[src/rtl/shift_right_register.sv]
// Serial-in, parallel-out right shift register with synchronous clear and parallel load.
// The serial input enters at the MSB, and the serial output is the current LSB.
module shift_right_register #(
    parameter int BITS = 8
) (
    input  logic            clk,
    input  logic            i_nrst,
    input  logic            i_sclr,
    input  logic            i_load,
    input  logic [BITS-1:0] i_pdata,
    input  logic            i_en,
    input  logic            i_dat,
    output logic [BITS-1:0] o_data,
    output logic            o_sout
);

    // Control priority is clear, then load, then shift, then hold.
    always_ff @(posedge clk or negedge i_nrst) begin
        if (!i_nrst) begin
            o_data <= '0;
        end else if (i_sclr) begin
            o_data <= '0;
        end else if (i_load) begin
            o_data <= i_pdata;
        end else if (i_en) begin
            o_data <= {i_dat, o_data[BITS-1:1]};
        end
    end

    assign o_sout = o_data[0];

endmodule

[config.mk]
export PLATFORM = sky130hd
export DESIGN_NAME = shift_right_register
export DESIGN_NICKNAME = d
export VERILOG_FILES = /design/src/rtl/shift_right_register.sv
export SDC_FILE = /design/constraint.sdc
export NUM_CORES = 1
export LEC_CHECK = 0
export ABC_CLOCK_PERIOD_IN_PS = 900
export CORE_AREA = 2 2 39 41
export DETAILED_ROUTE_END_ITERATION = 6
export DIE_AREA = 0 0 41 43
export GPL_TIMING_DRIVEN = 1
export PLACE_DENSITY = 0.67
export SLEW_MARGIN = 0
export SYNTH_ARGS = -nofsm -noshare
export SYNTH_HDL_FRONTEND = slang
export SYNTH_SLANG_ARGS = --single-unit
export TNS_END_PERCENT = 50
[constraint.sdc]
create_clock -name clk -period 0.9 [get_ports clk]
set_input_delay 0.09 -clock clk [delete_from_list [all_inputs] [get_ports clk]]
set_output_delay 0.09 -clock clk [all_outputs]
set_load 0.005 [all_outputs]
==> results.py <==
metrics = {
    "route": {
        "routedWlPerCell_um": 12.8,
        "post-route-drc-count": 0,
        "drt_first_pass_iters": 4,
        "vias_per_cell": 4.76,
        "drt-initial-drc-count": 9,
        "drt_wl_total_um": 1060,
        "drtAntennaViolNets": 0,
        "vias": 395,
    },
    "sta": {
        "rsz0062_at_grt": "yes",
        "skew_ns": 0.00210,
        "timing.final.crit_share_pct": 98.5,
        "relSlewSlack_pct": 75.4,
        "fmax_mhz": 1130,
        "drv_slew": 0,
        "worst_pin_slew_ns": 0.368,
        "layout_min_cycle_time_ns": 0.886,
        "hold_viol": 0,
        "fin_ws_ns": 0.0136,
        "final-setup-viol-count": 0,
    },
    "cells_and_area": {
        "n_antenna_cell": 0,
        "num-nets-final": 83,
        "top_regs": "o_data (8)",
        "finalInstanceArea_um2": 714,
        "fin_util_pct": 51.6,
        "drive_gt1_share_pct": 37.3,
        "area_delta_synth_final_pct": 71.5,
        "largest_reg_flops": 8,
        "top_register": "o_data",
    },
    "placed_design": {
        "gp_congestion": 0.688,
        "place_ws_ns": -0.307,
        "portBuffers": 22,
        "dpl-instance-area_um2": 714,
    },
    "run_status": {
        "status": "complete, no violations",
    },
    "floorplan": {
        "core_region_area_um2": 1380,
        "rows": 14,
        "fp.dieW_um": 41,
        "die_area_um2": 1760,
        "die_h_um": 43,
        "initial_core_util_pct": 30.1,
        "io_pins": 23,
    },
    "clock_network": {
        "cts_buffers": 3,
        "htree_levels": 1,
        "clock_sinks": 8,
        "clockRootBuffer": "clkbuf_4",
        "ctsHoldBuffers": 0,
        "cts_tree": "built",
        "cts_buffer_depth": 2,
        "clkTransAtPathRegs_ns": 0.05,
        "clk_latency_ns": 0.25,
    },
    "pwr": {
        "ir_drop_mv": 0.565,
        "switching_power_mw": 0.220,
        "power_frac_clock_pct": 29.4,
        "power_density_nw_per_um2": 1270,
        "seqPwrFrac_pct": 44.1,
        "p_int_mw": 0.688,
        "power.total_mw": 0.908,
        "swShare_pct": 24.2,
        "leakage_nw": 0.343,
        "comb_power_share_pct": 26.5,
    },
    "setup_path": {
        "worstPathMaxFanout": 2,
        "crit_slowest_cell": "dfrtp_1",
        "worstPathArrival_ns": 1.01,
        "critPathKind": "reg2reg",
        "crit_path_end_kind": "flip-flop",
        "critical_path_required_ns": 1.02,
        "cp-start-kind": "flip-flop",
        "cpPeakStageDelay_ns": 0.37,
        "worstPathCellList": "buf_4 -> mux2i_2 -> a211oi_2",
    },
    "grt": {
        "gr-total-overflow": 0,
        "grt_max_degree": 10,
        "grt_use_total_pct": 15.7,
        "grt_pass1_vias": 428,
        "antenna_found_initial": 0,
        "grt_pass1_wl_um": 1790,
    },
    "min_path": {
        "hp-class": "in2async",
    },
    "logic_synthesis": {
        "ys_warn_count": 0,
        "synth_area_um2": 417,
        "syn_area_per_cell_um2": 11.6,
        "syn_nets": 50,
        "seq_area_frac_synth_pct": 48.0,
        "syn_inst": 36,
        "ys_ff_latch": 8,
        "synth_cell_types": 8,
    },
    "flow_run": {
        "maxCapViolCount": 0,
    },
}
[layout by cell type, fill, tap and decap left out]
cell,instances
a211oi_1,6
a211oi_2,2
buf_12,1
buf_2,7
buf_4,5
buf_6,3
clkbuf_2,2
clkbuf_4,3
clkdlybuf4s50_1,11
dfrtp_1,8
dlygate4sd2_1,2
inv_2,1
mux2i_1,7
mux2i_2,1
nor2b_1,8
[per-layer routing]
layer	routed length (um)	up-vias	GRT usage, %
met5	0	-	0
met4	17	0	12.0
met3	60	2	6.28
met2	530	12	22.8
met1	450	188	17.1
li1	-	193	-
[area by class of cell]
cell class | count | area (um2)
clock buffers | 3 | 22.5
fillers | 135 | 669
inverters | 1 | 3.75
multi-input cells | 24 | 204
flip-flops and latches | 8 | 200
well taps | 16 | 20.0
repair buffers | 31 | 264
[cells in the mapped netlist]
library cell	n	area [um2]
a211oi_1	8	60.1
buf_1	1	3.75
buf_4	1	7.51
buf_6	1	11.3
dfrtp_1	8	200
inv_2	1	3.75
mux2i_1	8	80.1
nor2b_1	8	50.1
[power by group through the flow]
stage	clock network [mW]	logic (mW)	registers [mW]
3_5_place_dp	0	0.258	0.405
5_1_grt	0.312	0.264	0.404
3_3_place_gp	0	0.256	0.404
6_report	0.267	0.241	0.400
2_1_floorplan	0	0.0766	0.412
4_1_cts	0.284	0.232	0.398
[worst max-delay path: cells and delay by family, from the launching register on]
family	cells	cell delay (ns)
AOI/OAI and AO/OA	1	0.09
buffers and inverters	1	0.14
muxes	1	0.17
DFF	1	0.37
[timing repair]
item,in CTS,in global routing
setup buffers,2,0
pin swaps,2,4
setup endpoints to repair,17,10
gates resized for setup,34,8
[metrics by stage]
stage | TNS (ns) | hold slack, ns | std cells
final | 0 | 0.120 | 83
after global routing | -0.170 | 0.121 | 83
after CTS | -0.0525 | 0.124 | 83
after detailed placement | -2.43 | 0.395 | 80
after global placement | -2.20 | 0.396 | 80
after floorplan | 0 | -0.206 | 36
[logic make-up after synthesis]
family | after synthesis | share of synthesized area (%)
compound gates | 8 | 14.4
flops | 8 | 48.0
mux | 8 | 19.2
simple gates | 8 | 12.0
buf+inv | 4 | 6.31
[worst paths after layout]
check                                        endpoint             startpoint  slack, ns  cells past startpoint
min in group clk                o_data[6]$_DFFE_PN0P_             i_pdata[6]       0.45                      3
worst max register to register  o_data[7]$_DFFE_PN0P_  o_data[7]$_DFFE_PN0P_       0.01                      3
worst min register to register  o_data[2]$_DFFE_PN0P_  o_data[2]$_DFFE_PN0P_       0.75                      3
worst max-delay path            o_data[7]$_DFFE_PN0P_  o_data[7]$_DFFE_PN0P_       0.01                      3
max in group asynchronous       o_data[1]$_DFFE_PN0P_                 i_nrst       0.51                      1
worst min-delay path            o_data[3]$_DFFE_PN0P_                 i_nrst       0.12                      1
Power figures use the tool's default switching activity.
